File: config.mk
export PLATFORM = sky130hd
export DESIGN_NAME = qk_sequencer
export DESIGN_NICKNAME = d
export VERILOG_FILES = /design/src/rtl/qk_sequencer_pkg.sv /design/src/rtl/qk_inst_enc.sv /design/src/rtl/qk_sequencer.sv
export SDC_FILE = /design/constraint.sdc
export NUM_CORES = 1
export LEC_CHECK = 0
export ABC_AREA = 1
export ABC_CLOCK_PERIOD_IN_PS = 2400
export CAP_MARGIN = 20
export CORE_MARGIN = 2
export CORE_UTILIZATION = 52
export CTS_CLUSTER_SIZE = 14
export DETAILED_ROUTE_END_ITERATION = 7
export PLACE_DENSITY = 0.8
export SLEW_MARGIN = 20
export SYNTH_ARGS = -nofsm -noshare
export SYNTH_HDL_FRONTEND = slang
export SYNTH_SLANG_ARGS = --single-unit
File: constraint.sdc
create_clock -name clk -period 2.4 [get_ports clk]
set_clock_uncertainty 0.05 [all_clocks]
set_input_delay 0.72 -clock clk [delete_from_list [all_inputs] [get_ports clk]]
set_output_delay 0.72 -clock clk [all_outputs]
set_load 0.02 [all_outputs]
File: src/rtl/qk_sequencer_pkg.sv
// Shared types and constants for the Q/K sequencer: FSM states, instruction
// bit positions and parameter defaults.
package qk_sequencer_pkg;

    localparam int COL_DEF    = 8;
    localparam int DEPTH_DEF  = 16;
    localparam int INST_W     = 17;

    localparam int OFIFO_RD   = 16;
    localparam int QK_ADD_MSB = 15;
    localparam int QK_ADD_LSB = 12;
    localparam int P_ADD_MSB  = 11;
    localparam int P_ADD_LSB  = 8;
    localparam int EXECUTE    = 7;
    localparam int KLOAD_SEL  = 6;
    localparam int QMEM_RD    = 5;
    localparam int QMEM_WR    = 4;
    localparam int KMEM_RD    = 3;
    localparam int KMEM_WR    = 2;
    localparam int PMEM_RD    = 1;
    localparam int PMEM_WR    = 0;

    typedef enum logic [2:0] {
        ST_IDLE   = 3'd0,
        ST_KLOAD  = 3'd1,
        ST_KFLUSH = 3'd2,
        ST_EXEC   = 3'd3,
        ST_EFLUSH = 3'd4,
        ST_WB     = 3'd5,
        ST_DONE   = 3'd6
    } state_t;

endpackage

File: src/rtl/qk_inst_enc.sv
// Maps the upcoming state, address and host fields onto the 17-bit core
// instruction word; purely combinational, the top registers the result.
module qk_inst_enc
    import qk_sequencer_pkg::*;
(
    input  state_t            i_state,
    input  logic [3:0]        i_addr,
    input  logic              i_wb_wr,
    input  logic              i_host_wr_q,
    input  logic              i_host_wr_k,
    input  logic              i_host_rd_p,
    input  logic [3:0]        i_host_addr,
    output logic [INST_W-1:0] o_inst
);

    // instruction word decode for the state being entered
    always_comb begin
        o_inst = {INST_W{1'b0}};
        case (i_state)
            ST_IDLE: begin
                if (i_host_wr_q) begin
                    o_inst[QMEM_WR]                = 1'b1;
                    o_inst[QK_ADD_MSB:QK_ADD_LSB]  = i_host_addr;
                end else if (i_host_wr_k) begin
                    o_inst[KMEM_WR]                = 1'b1;
                    o_inst[QK_ADD_MSB:QK_ADD_LSB]  = i_host_addr;
                end else if (i_host_rd_p) begin
                    o_inst[PMEM_RD]                = 1'b1;
                    o_inst[P_ADD_MSB:P_ADD_LSB]    = i_host_addr;
                end else begin
                    o_inst = {INST_W{1'b0}};
                end
            end
            ST_KLOAD: begin
                // kernel data arrives one cycle after the first kmem read
                o_inst[KMEM_RD]                    = 1'b1;
                o_inst[QK_ADD_MSB:QK_ADD_LSB]      = i_addr;
                o_inst[KLOAD_SEL]                  = (i_addr != 4'd0);
            end
            ST_KFLUSH: begin
                o_inst[KLOAD_SEL]                  = 1'b1;
            end
            ST_EXEC: begin
                o_inst[QMEM_RD]                    = 1'b1;
                o_inst[QK_ADD_MSB:QK_ADD_LSB]      = i_addr;
                o_inst[EXECUTE]                    = (i_addr != 4'd0);
            end
            ST_EFLUSH: begin
                o_inst[EXECUTE]                    = 1'b1;
            end
            ST_WB: begin
                if (i_wb_wr) begin
                    o_inst[OFIFO_RD]               = 1'b1;
                    o_inst[PMEM_WR]                = 1'b1;
                    o_inst[P_ADD_MSB:P_ADD_LSB]    = i_addr;
                end else begin
                    o_inst = {INST_W{1'b0}};
                end
            end
            ST_DONE: begin
                o_inst = {INST_W{1'b0}};
            end
            default: begin
                o_inst = {INST_W{1'b0}};
            end
        endcase
    end

endmodule

File: src/rtl/qk_sequencer.sv
// Sequencer for the Q/K attention core: kernel load, Q execution and psum
// write-back, plus host memory access while idle. All outputs are registered.
module qk_sequencer
    import qk_sequencer_pkg::*;
#(
    parameter int COL   = COL_DEF,
    parameter int DEPTH = DEPTH_DEF
) (
    input  logic              clk,
    input  logic              reset,
    input  logic              start,
    input  logic [4:0]        q_len,
    input  logic              abort,
    input  logic              host_wr_q,
    input  logic              host_wr_k,
    input  logic              host_rd_p,
    input  logic [3:0]        host_addr,
    input  logic              ofifo_valid,
    output logic [INST_W-1:0] inst,
    output logic              busy,
    output logic              done
);

    localparam logic [4:0] W_QLEN_MAX = 5'(DEPTH);
    localparam logic [4:0] W_COL_LAST = 5'(COL - 1);

    state_t              r_state;
    state_t              w_state_next;
    logic [4:0]          r_cnt;
    logic [4:0]          w_cnt_next;
    logic [4:0]          r_qlen;
    logic [4:0]          w_qlen_next;
    logic [4:0]          w_qlen_sat;
    logic                w_wb_wr;
    logic                w_hwq;
    logic                w_hwk;
    logic                w_hrp;
    logic [3:0]          w_enc_addr;
    logic [INST_W-1:0]   w_inst;
    logic [INST_W-1:0]   r_inst;
    logic                r_busy;
    logic                r_done;

    assign w_qlen_sat = (q_len > W_QLEN_MAX) ? W_QLEN_MAX : q_len;

    // next-state, counter and host-command selection
    always_comb begin
        w_state_next = r_state;
        w_cnt_next   = r_cnt;
        w_qlen_next  = r_qlen;
        w_wb_wr      = 1'b0;
        w_hwq        = 1'b0;
        w_hwk        = 1'b0;
        w_hrp        = 1'b0;
        if ((r_state != ST_IDLE) && abort) begin
            w_state_next = ST_IDLE;
            w_cnt_next   = 5'd0;
        end else begin
            case (r_state)
                ST_IDLE: begin
                    if (start) begin
                        w_qlen_next  = w_qlen_sat;
                        w_cnt_next   = 5'd0;
                        w_state_next = (w_qlen_sat == 5'd0) ? ST_DONE : ST_KLOAD;
                    end else begin
                        w_hwq = host_wr_q;
                        w_hwk = host_wr_k;
                        w_hrp = host_rd_p;
                    end
                end
                ST_KLOAD: begin
                    if (r_cnt == W_COL_LAST) begin
                        w_state_next = ST_KFLUSH;
                        w_cnt_next   = 5'd0;
                    end else begin
                        w_cnt_next   = r_cnt + 5'd1;
                    end
                end
                ST_KFLUSH: begin
                    w_state_next = ST_EXEC;
                    w_cnt_next   = 5'd0;
                end
                ST_EXEC: begin
                    if (r_cnt == (r_qlen - 5'd1)) begin
                        w_state_next = ST_EFLUSH;
                        w_cnt_next   = 5'd0;
                    end else begin
                        w_cnt_next   = r_cnt + 5'd1;
                    end
                end
                ST_EFLUSH, ST_WB: begin
                    // r_cnt counts writes already issued; a valid row is
                    // written in the next cycle at that address
                    if ((r_state == ST_WB) && (r_cnt >= r_qlen)) begin
                        w_state_next = ST_DONE;
                        w_cnt_next   = 5'd0;
                    end else if (ofifo_valid) begin
                        w_state_next = ST_WB;
                        w_wb_wr      = 1'b1;
                        w_cnt_next   = r_cnt + 5'd1;
                    end else begin
                        w_state_next = ST_WB;
                    end
                end
                ST_DONE: begin
                    w_state_next = ST_IDLE;
                    w_cnt_next   = 5'd0;
                end
                default: begin
                    w_state_next = ST_IDLE;
                    w_cnt_next   = 5'd0;
                end
            endcase
        end
    end

    assign w_enc_addr = w_wb_wr ? r_cnt[3:0] : w_cnt_next[3:0];

    qk_inst_enc u_enc (
        .i_state     (w_state_next),
        .i_addr      (w_enc_addr),
        .i_wb_wr     (w_wb_wr),
        .i_host_wr_q (w_hwq),
        .i_host_wr_k (w_hwk),
        .i_host_rd_p (w_hrp),
        .i_host_addr (host_addr),
        .o_inst      (w_inst)
    );

    // state, counters and registered outputs
    always_ff @(posedge clk or negedge reset) begin
        if (!reset) begin
            r_state <= ST_IDLE;
            r_cnt   <= 5'd0;
            r_qlen  <= 5'd0;
            r_inst  <= {INST_W{1'b0}};
            r_busy  <= 1'b0;
            r_done  <= 1'b0;
        end else begin
            r_state <= w_state_next;
            r_cnt   <= w_cnt_next;
            r_qlen  <= w_qlen_next;
            r_inst  <= w_inst;
            r_busy  <= (w_state_next != ST_IDLE);
            r_done  <= (w_state_next == ST_DONE);
        end
    end

    assign inst = r_inst;
    assign busy = r_busy;
    assign done = r_done;

endmodule

# After elaboration in Yosys (flattened, before gate mapping)
# Index checks and enable logic that the tools add are counted.
[classes]
add_sub_neg = 2
mul = 0
n_div = 0
order_cmp = 2
eq_ne = 15
shifts = 0
muxes = 50
n_bitwise = 1
reduce_logical = 12
[ops]
columns = ["cell", "count"]
rows = [
  ["2-to-1 mux 5 bit", 7],
  ["2-to-1 mux 4 bit", 6],
  ["case mux 5 bit (4 select lines)", 1],
  ["2-to-1 mux 1 bit", 19],
  ["case mux 4 bit (2 select lines)", 2],
  ["== test 3 bit, second input constant", 5],
  ["2-to-1 mux 3 bit", 5],
  ["case mux 3 bit (5 select lines)", 1],
  ["== test 3 x 2 -> 1 bit, second input constant", 4],
  ["2-to-1 mux 9 bit", 1],
  ["2-to-1 mux 7 bit", 1],
  ["== test 3 x 1 -> 1 bit, second input constant", 2],
  ["zero test 3 bit", 2],
  ["case mux 1 bit (3 select lines)", 2],
  ["case mux 3 bit (2 select lines)", 1],
  ["nonzero test 3 bit", 2],
  ["adder 5 x 1 -> 5 bit, second input constant", 1],
  ["== test 5 x 3 -> 1 bit, second input constant", 1],
  ["== test 5 bit", 1],
  ["greater-or-equal comparator 5 bit", 1],
  ["greater-than comparator 5 bit, second input constant", 1],
  ["zero test 5 bit", 1],
  ["subtractor 5 x 1 -> 5 bit, second input constant", 1],
  ["2-to-1 mux 2 bit", 2],
  ["9 further kinds", 12],
]
[totals]
reg_bits = 32
latch_bits = 0
ram_bits = 0
rom_bits = 0
in_bits = 17
output_inout_bits = 19
wordCells = 89
mem_count = 0

# Longest topological paths before layout
[logic_depth]
word_depth = 10
depth_mapped = 17
depth_no_buf = 17

# Modules after synthesis
# Synthesis repeated with hierarchy kept, for this count alone.
[unflattened]
hier_cells = 301
area_unflattened_um2 = 2120.8
[by_module_without_submodules]
columns = ["mod", "n_inst", "cells_per_inst", "area_per_inst_um2", "seq_area_each_um2"]
rows = [
  ["qk_sequencer", 1, 240, 1834.3, 800.8],
  ["qk_inst_enc", 1, 61, 286.5, 0.0],
]

# Worst setup path before layout
# OpenSTA, ideal clock, no wires.
[synth_path]
path_kind = "reg2reg"
from = "register r_cnt[0]"
to = "register r_inst[7] (netlist: inst[7])"
setup_ps = 117
t_arrival_ps = 1831
required_time_ps = 2233
setup_slack_ps = 402
path_stages_with_launch = 17
n_path_buf = 0
period_less_slack_ps = 1998
path_cell_list = "dfrtp_1 inv_1 ha_1 inv_1 nand2_1 nand4_1 nand2_1 nand2_2 inv_1 nor2_2 nand3_2 nand3_1 nand2_1 nor2_1 nand2_1 nand2_1 nand2_1"
[synth_between]
elab_chain_len = 8
elab_cells_between_ends = 26
cone_classes = "add/sub (1); order compare (1); eq/ne (4); mux (17); reduce/logical (3)"
[synth_rtl]
columns = ["element", "line_no", "source"]
rows = [
  ["start, declared", "qk_sequencer.sv:29", "logic [4:0] r_cnt;"],
  ["start signal, assigned", "qk_sequencer.sv:141", "r_cnt <= w_cnt_next;"],
  ["adder 5 x 1 -> 5 bit / greater-or-equal comparator 5 bit (equally long branches)", "-", ""],
  ["2-to-1 mux 5 bit / logical AND 1 bit (equally long branches)", "qk_sequencer.sv:97, qk_sequencer.sv:94", ""],
  ["2-to-1 mux 5 bit / 2-to-1 mux 1 bit (equally long branches)", "qk_sequencer.sv:94", "if ((r_state == ST_WB) && (r_cnt >= r_qlen)) begin"],
  ["case mux 5 bit (4 select lines) / 2-to-1 mux 1 bit (equally long branches)", "qk_sequencer.sv:59", "case (r_state)"],
  ["2-to-1 mux 5 bit / 2-to-1 mux 1 bit (equally long branches)", "qk_sequencer.sv:55", "if ((r_state != ST_IDLE) && abort) begin"],
  ["2-to-1 mux 4 bit", "qk_sequencer.sv:117", "assign w_enc_addr = w_wb_wr ? r_cnt[3:0] : w_cnt_next[3:0];"],
  ["nonzero test 4 bit", "qk_inst_enc.sv:46", "o_inst[EXECUTE] = (i_addr != 4'd0);"],
  ["case mux 1 bit (3 select lines) *", "qk_inst_enc.sv:19", "case (i_state)"],
  ["named net u_enc.o_inst[7]", "qk_inst_enc.sv:13", "output logic [INST_W-1:0] o_inst"],
  ["end signal, assigned", "qk_sequencer.sv:136", "r_inst <= {INST_W{1'b0}};"],
  ["end signal, assigned", "qk_sequencer.sv:143", "r_inst <= w_inst;"],
  ["end, declared", "qk_sequencer.sv:40", "logic [INST_W-1:0] r_inst;"],
]
# The timed path passes the listed nets; every way through them passes the cells marked *. The select of a mux whose other input is x is not followed.
# A chain may end at the register's enable or synchronous reset.

# Worst setup path after layout
[layout_path]
from = "register r_qlen[3]"
to = "register r_inst[7] (netlist: inst[7])"
[layout_between]
elab_cells_between_ends = 21
cone_classes = "add/sub (1); order compare (1); eq/ne (3); mux (13); reduce/logical (3)"
[layout_rtl]
columns = ["element", "line_no", "source"]
rows = [
  ["start, declared", "qk_sequencer.sv:31", "logic [4:0] r_qlen;"],
  ["start signal, assigned", "qk_sequencer.sv:142", "r_qlen <= w_qlen_next;"],
  ["subtractor 5 x 1 -> 5 bit / greater-or-equal comparator 5 bit (equally long branches)", "qk_sequencer.sv:84, qk_sequencer.sv:94", ""],
  ["== test 5 bit / logical AND 1 bit (equally long branches)", "qk_sequencer.sv:84, qk_sequencer.sv:94", ""],
  ["2-to-1 mux 3 bit / 2-to-1 mux 2 bit (equally long branches)", "qk_sequencer.sv:84, qk_sequencer.sv:94", ""],
  ["case mux 3 bit (5 select lines) *", "qk_sequencer.sv:59", ""],
  ["2-to-1 mux 3 bit *", "qk_sequencer.sv:55", ""],
  ["named net u_enc.i_state[0]", "qk_inst_enc.sv:6", "input state_t i_state,"],
  ["== test 3 bit, or another cell as far along", "qk_inst_enc.sv:19", ""],
  ["case mux 1 bit (3 select lines) *", "qk_inst_enc.sv:19", ""],
  ["named net u_enc.o_inst[7]", "qk_inst_enc.sv:13", ""],
]
# The timed path passes the listed nets; every way through them passes the cells marked *.

==> tab_implementation.tex <==
\begin{tabular}{lr}
\hline
Metric & Value \\
\hline
\multicolumn{2}{l}{\textbf{Run status}} \\
\quad Outcome & completed \\
\multicolumn{2}{l}{\textbf{CTS}} \\
\quad Root Buffer Master & clkbuf\_8 \\
\quad Clock-pin transition on the worst setup and hold timing paths & 0.07 ns \\
\quad \# clock sinks & 32 \\
\quad Setup repair bufs after CTS & 0 \\
\quad TritonCTS clock tree & yes \\
\quad CTS-repair resized insts & 0 \\
\quad Total CTS buffers & 5 \\
\quad Clock Path Buffers & 2 \\
\quad Latest clock arrival within the worst-skew pair & 0.30 ns \\
\quad Number of buffers inserted for hold repair after clock tree synthesis & 0 \\
\quad Number of levels in the clock H-tree & 2 \\
\multicolumn{2}{l}{\textbf{Synth}} \\
\quad Count of state elements after synthesis & 32 \\
\quad Combinational family with the most area after synthesis & simple AND/OR/NAND/NOR gates \\
\quad Post-synthesis cell count & 260 \\
\quad Synthesized-area fraction occupied by and/or/nand/nor cells & 33.1\% \\
\quad YS warnings & 0 \\
\quad Area fraction in compound gates after synthesis & 8.28\% \\
\quad Post-synthesis xor/xnor area fraction & 1.36\% \\
\quad Avg Synthesized Cell Area & 7.44 um2 \\
\quad Cell area after synthesis & 0.00193 mm2 \\
\quad Adder-cell share of the synthesized area & 4.53\% \\
\quad Synth unique cells & 28 \\
\quad Share of synthesized area spent on multiplexers & 0\% \\
\quad Share of the yosys chip area belonging to registers & 41.4\% \\
\quad Net Count, Synth & 284 \\
\multicolumn{2}{l}{\textbf{Timing}} \\
\quad Worst slew margin relative to its limit & 67.9\% \\
\quad Setup violation total in the final timing report & 0 \\
\quad Final worst path period share & 92.8\% \\
\quad Total Neg Setup Slack & 0 ns \\
\quad Final WS setup & 0.174 ns \\
\quad Final Hold Vio Count & 0 \\
\quad Maximum frequency from static timing analysis & 449 MHz \\
\quad Measured slew at the worst slew-check pin & 0.479 ns \\
\quad Time the final worst path needs with I/O delays and setup & 2.23 ns \\
\quad Unrepaired setup endpoints after global routing & false \\
\quad Number of slew-limit violations in the final report & 0 \\
\multicolumn{2}{l}{\textbf{Critical path}} \\
\quad Master of the slowest instance on the critical path & dfrtp\_1 \\
\quad Kind of critical path & register to register \\
\quad Crit path arrival time & 2.42 ns \\
\quad Element type at the critical path end & register \\
\quad Kind of cell adding the most delay to the critical path & simple AND/OR/NAND/NOR gates \\
\quad Maximum fanout count along the critical path & 8 \\
\quad Buffers and inverters on the worst path & 5 \\
\quad Startpoint type of the worst setup path & register \\
\quad WP data required & 2.59 ns \\
\quad Peak per-stage delay on the critical path & 0.42 ns \\
\quad Worst-path cell chain & inv\_1 > ha\_1 > nand2\_1 > inv\_1 > a21oi\_1 > nand2\_1 > nand2\_2 > inv\_1 > nor2\_4 > inv\_1 > a31oi\_4 > inv\_2 > nor2\_4 > nand2\_1 > nand2\_1 \\
\multicolumn{2}{l}{\textbf{Drt}} \\
\quad Via-to-Cell Ratio & 5.13 \\
\quad Detail-routed net length per standard cell & 12.5 um \\
\quad DRC errors left & 0 \\
\quad Vias after detailed routing & 1852 \\
\quad Count of TritonRoute iterations in the first routing pass & 4 \\
\quad Wire length reported by the detailed router & 4510 um \\
\quad Iteration-0 DRC Markers & 110 \\
\quad Remaining antenna violation count & 0 \\
\multicolumn{2}{l}{\textbf{Global route}} \\
\quad Largest net degree at the start of global routing & 33 \\
\quad Antenna violations before repair & 0 \\
\quad Number of global-route vias before repair & 1788 \\
\quad Total Routing Usage GR & 24.3\% \\
\quad Global-route wire length before repair & 7850 um \\
\quad Total gr overflow & 0 \\
\multicolumn{2}{l}{\textbf{Place}} \\
\quad Final GP Congestion & 0.934 \\
\quad Post-detailed-placement half-perimeter wirelength & 3540 um \\
\quad Number of instances in the placed design & 353 \\
\quad Port Buffer Count & 35 \\
\quad Placed inst area & 0.00242 mm2 \\
\quad Worst slack at placement & 0.0136 ns \\
\multicolumn{2}{l}{\textbf{Pwr}} \\
\quad Part of the total power dissipated in combinational logic & 53.9\% \\
\quad Leakage Power & 1.34 nW \\
\quad Pwr/cell area & 1030 mW/mm2 \\
\quad Pint & 0.00144 W \\
\quad Sequential cell fraction of total power & 29.0\% \\
\quad Switching pwr & 0.00115 W \\
\quad Clk pwr share & 17.1\% \\
\quad IR drop worst, VDD & 0.681 mV \\
\quad Share of total power consumed by net switching & 44.5\% \\
\multicolumn{2}{l}{\textbf{Final layout}} \\
\quad Post-route non-filler standard cell count & 361 \\
\quad Post-Layout Inst Area & 0.00253 mm2 \\
\quad Area overhead of the layout relative to synthesis & 30.7\% \\
\quad Share of cells above drive strength 1 & 12.5\% \\
\quad Filler cell count & 308 \\
\quad Antenna cells & 0 \\
\quad Net count, final & 336 \\
\multicolumn{2}{l}{\textbf{Die}} \\
\quad Initial Utilization & 53.6\% \\
\quad Area of the die & 0.00422 mm2 \\
\quad Floorplan row count & 22 \\
\quad Top Ports & 36 \\
\quad Core Area & 0.00361 mm2 \\
\quad Die width & 65.0 um \\
\quad Chip Height & 65.0 um \\
\multicolumn{2}{l}{\textbf{Hold path}} \\
\quad Class of the most critical hold timing path & register to register \\
\multicolumn{2}{l}{\textbf{Flow run}} \\
\quad Max-cap violations & 0 \\
\hline
\end{tabular}
synth_stat cells:
library cell	number	area (um2)
nand2_1	58	218
inv_1	51	191
nand3_1	35	175
dfrtp_1	32	801
nor2_1	20	75.1
o21ai_0	11	55.1
ha_1	7	87.6
nand2_2	5	31.3
nand4_1	5	31.3
nor2_2	5	31.3
a21oi_1	4	20.0
inv_2	4	15.0
o22ai_1	4	25.0
nand3b_1	2	15.0
nor3_1	2	10.0
o31ai_1	2	15.0
xor2_1	2	17.5
a22o_1	1	8.76
a31oi_1	1	6.26
a31oi_4	1	21.3
buf_2	1	5.00
buf_4	1	7.51
nand2_4	1	11.3
nand3_2	1	10.0
nor2_4	1	11.3
nor2_8	1	20.0
o21ai_2	1	8.76
xnor2_1	1	8.76
state kept, by name, summed over array words and instances (netlist names):
signal and count:
r_state 3, busy 1, inst 17, r_cnt 5
done 1, r_qlen 5
power by group through the flow:
| stage | Sequential [W] | Combinational (W) | Clock (W) |
|---|---|---|---|
| after floorplan | 0.000844 | 0.000876 | 0 |
| after global placement | 0.000760 | 0.00136 | 0 |
| after detailed placement | 0.000762 | 0.00138 | 0 |
| after CTS | 0.000752 | 0.00139 | 0.000447 |
| after global routing | 0.000769 | 0.00158 | 0.000469 |
| final | 0.000752 | 0.00140 | 0.000442 |
cells by family (layout without fill, tap and decap cells):
group | count (synthesis) | count (layout)
adders and majority gates | 7 | 7
DFF | 32 | 32
and+or+nand+nor | 136 | 136
AOI/OAI and AO/OA | 25 | 25
buffers and inverters | 57 | 110
xor gates and xnor gates | 3 | 3
routing by layer:
metal  share of wire (%)  wire (um)  global-route usage (%)  vias to the layer above
met5                   0          0                       0                        -
met4                 2.0         89                    9.04                        0
met3                 5.6        253                    6.08                        8
met2                  47       2140                    39.9                       54
met1                  45       2030                    30.9                      867
li1                    -          -                       -                      923
worst reg2reg max path: cells and delay by family (launching register included):
family                   cells  cell delay, ns
adder cells (fa/ha/maj)      1            0.25
AO/OA/AOI/OAI                2            0.40
AND/OR/NAND/NOR              7            0.59
buffers and inverters        5            0.46
flip-flops                   1            0.42
worst paths after layout:
check	startpoint	endpoint	slack, ns	cells past startpoint
worst max-delay path	r_qlen[3]	inst[7]	0.17	15
worst min-delay path	r_qlen[2]	r_qlen[2]	0.57	2
worst max register to register	r_qlen[3]	inst[7]	0.17	15
worst min register to register	r_qlen[2]	r_qlen[2]	0.57	2
max in group asynchronous	reset	r_cnt[2]	1.24	2
min in group asynchronous	reset	r_state[0]	0.77	2
cell type report:
class | instances | area, um2 | area share, %
inverters | 55 | 206 | 8.17
flip-flops and latches | 32 | 801 | 31.7
clock inverters | 1 | 7.51 | 0.297
clock buffers | 7 | 86.3 | 3.42
repair buffers | 47 | 440 | 17.4
well taps | 48 | 60.1 | 2.38
multi-input cells | 171 | 926 | 36.6
cell usage in the layout (no fill, tap or decap), types with 4 or more instances in the layout:
cell type / instances
nor2_1: 20
inv_1: 51
o21ai_0: 11
nand4_1: 5
nor2_2: 4
buf_4: 12
nand2_2: 5
o22ai_1: 4
clkbuf_8: 6
a21oi_1: 4
ha_1: 7
clkdlybuf4s50_1: 35
dfrtp_1: 32
inv_2: 4
nand3_1: 35
nand2_1: 58
per-stage QoR:
step / power, W / hold slack, ns / utilization, %
2_1_floorplan: 0.00172 / 0.374 / -
3_3_place_gp: 0.00212 / 0.542 / 67.1
3_5_place_dp: 0.00215 / 0.550 / 67.1
4_1_cts: 0.00259 / 0.563 / 69.7
5_1_grt: 0.00282 / 0.626 / 70.1
6_report: 0.00259 / 0.569 / 70.1
No activity file was read; power rests on OpenSTA's default activity.
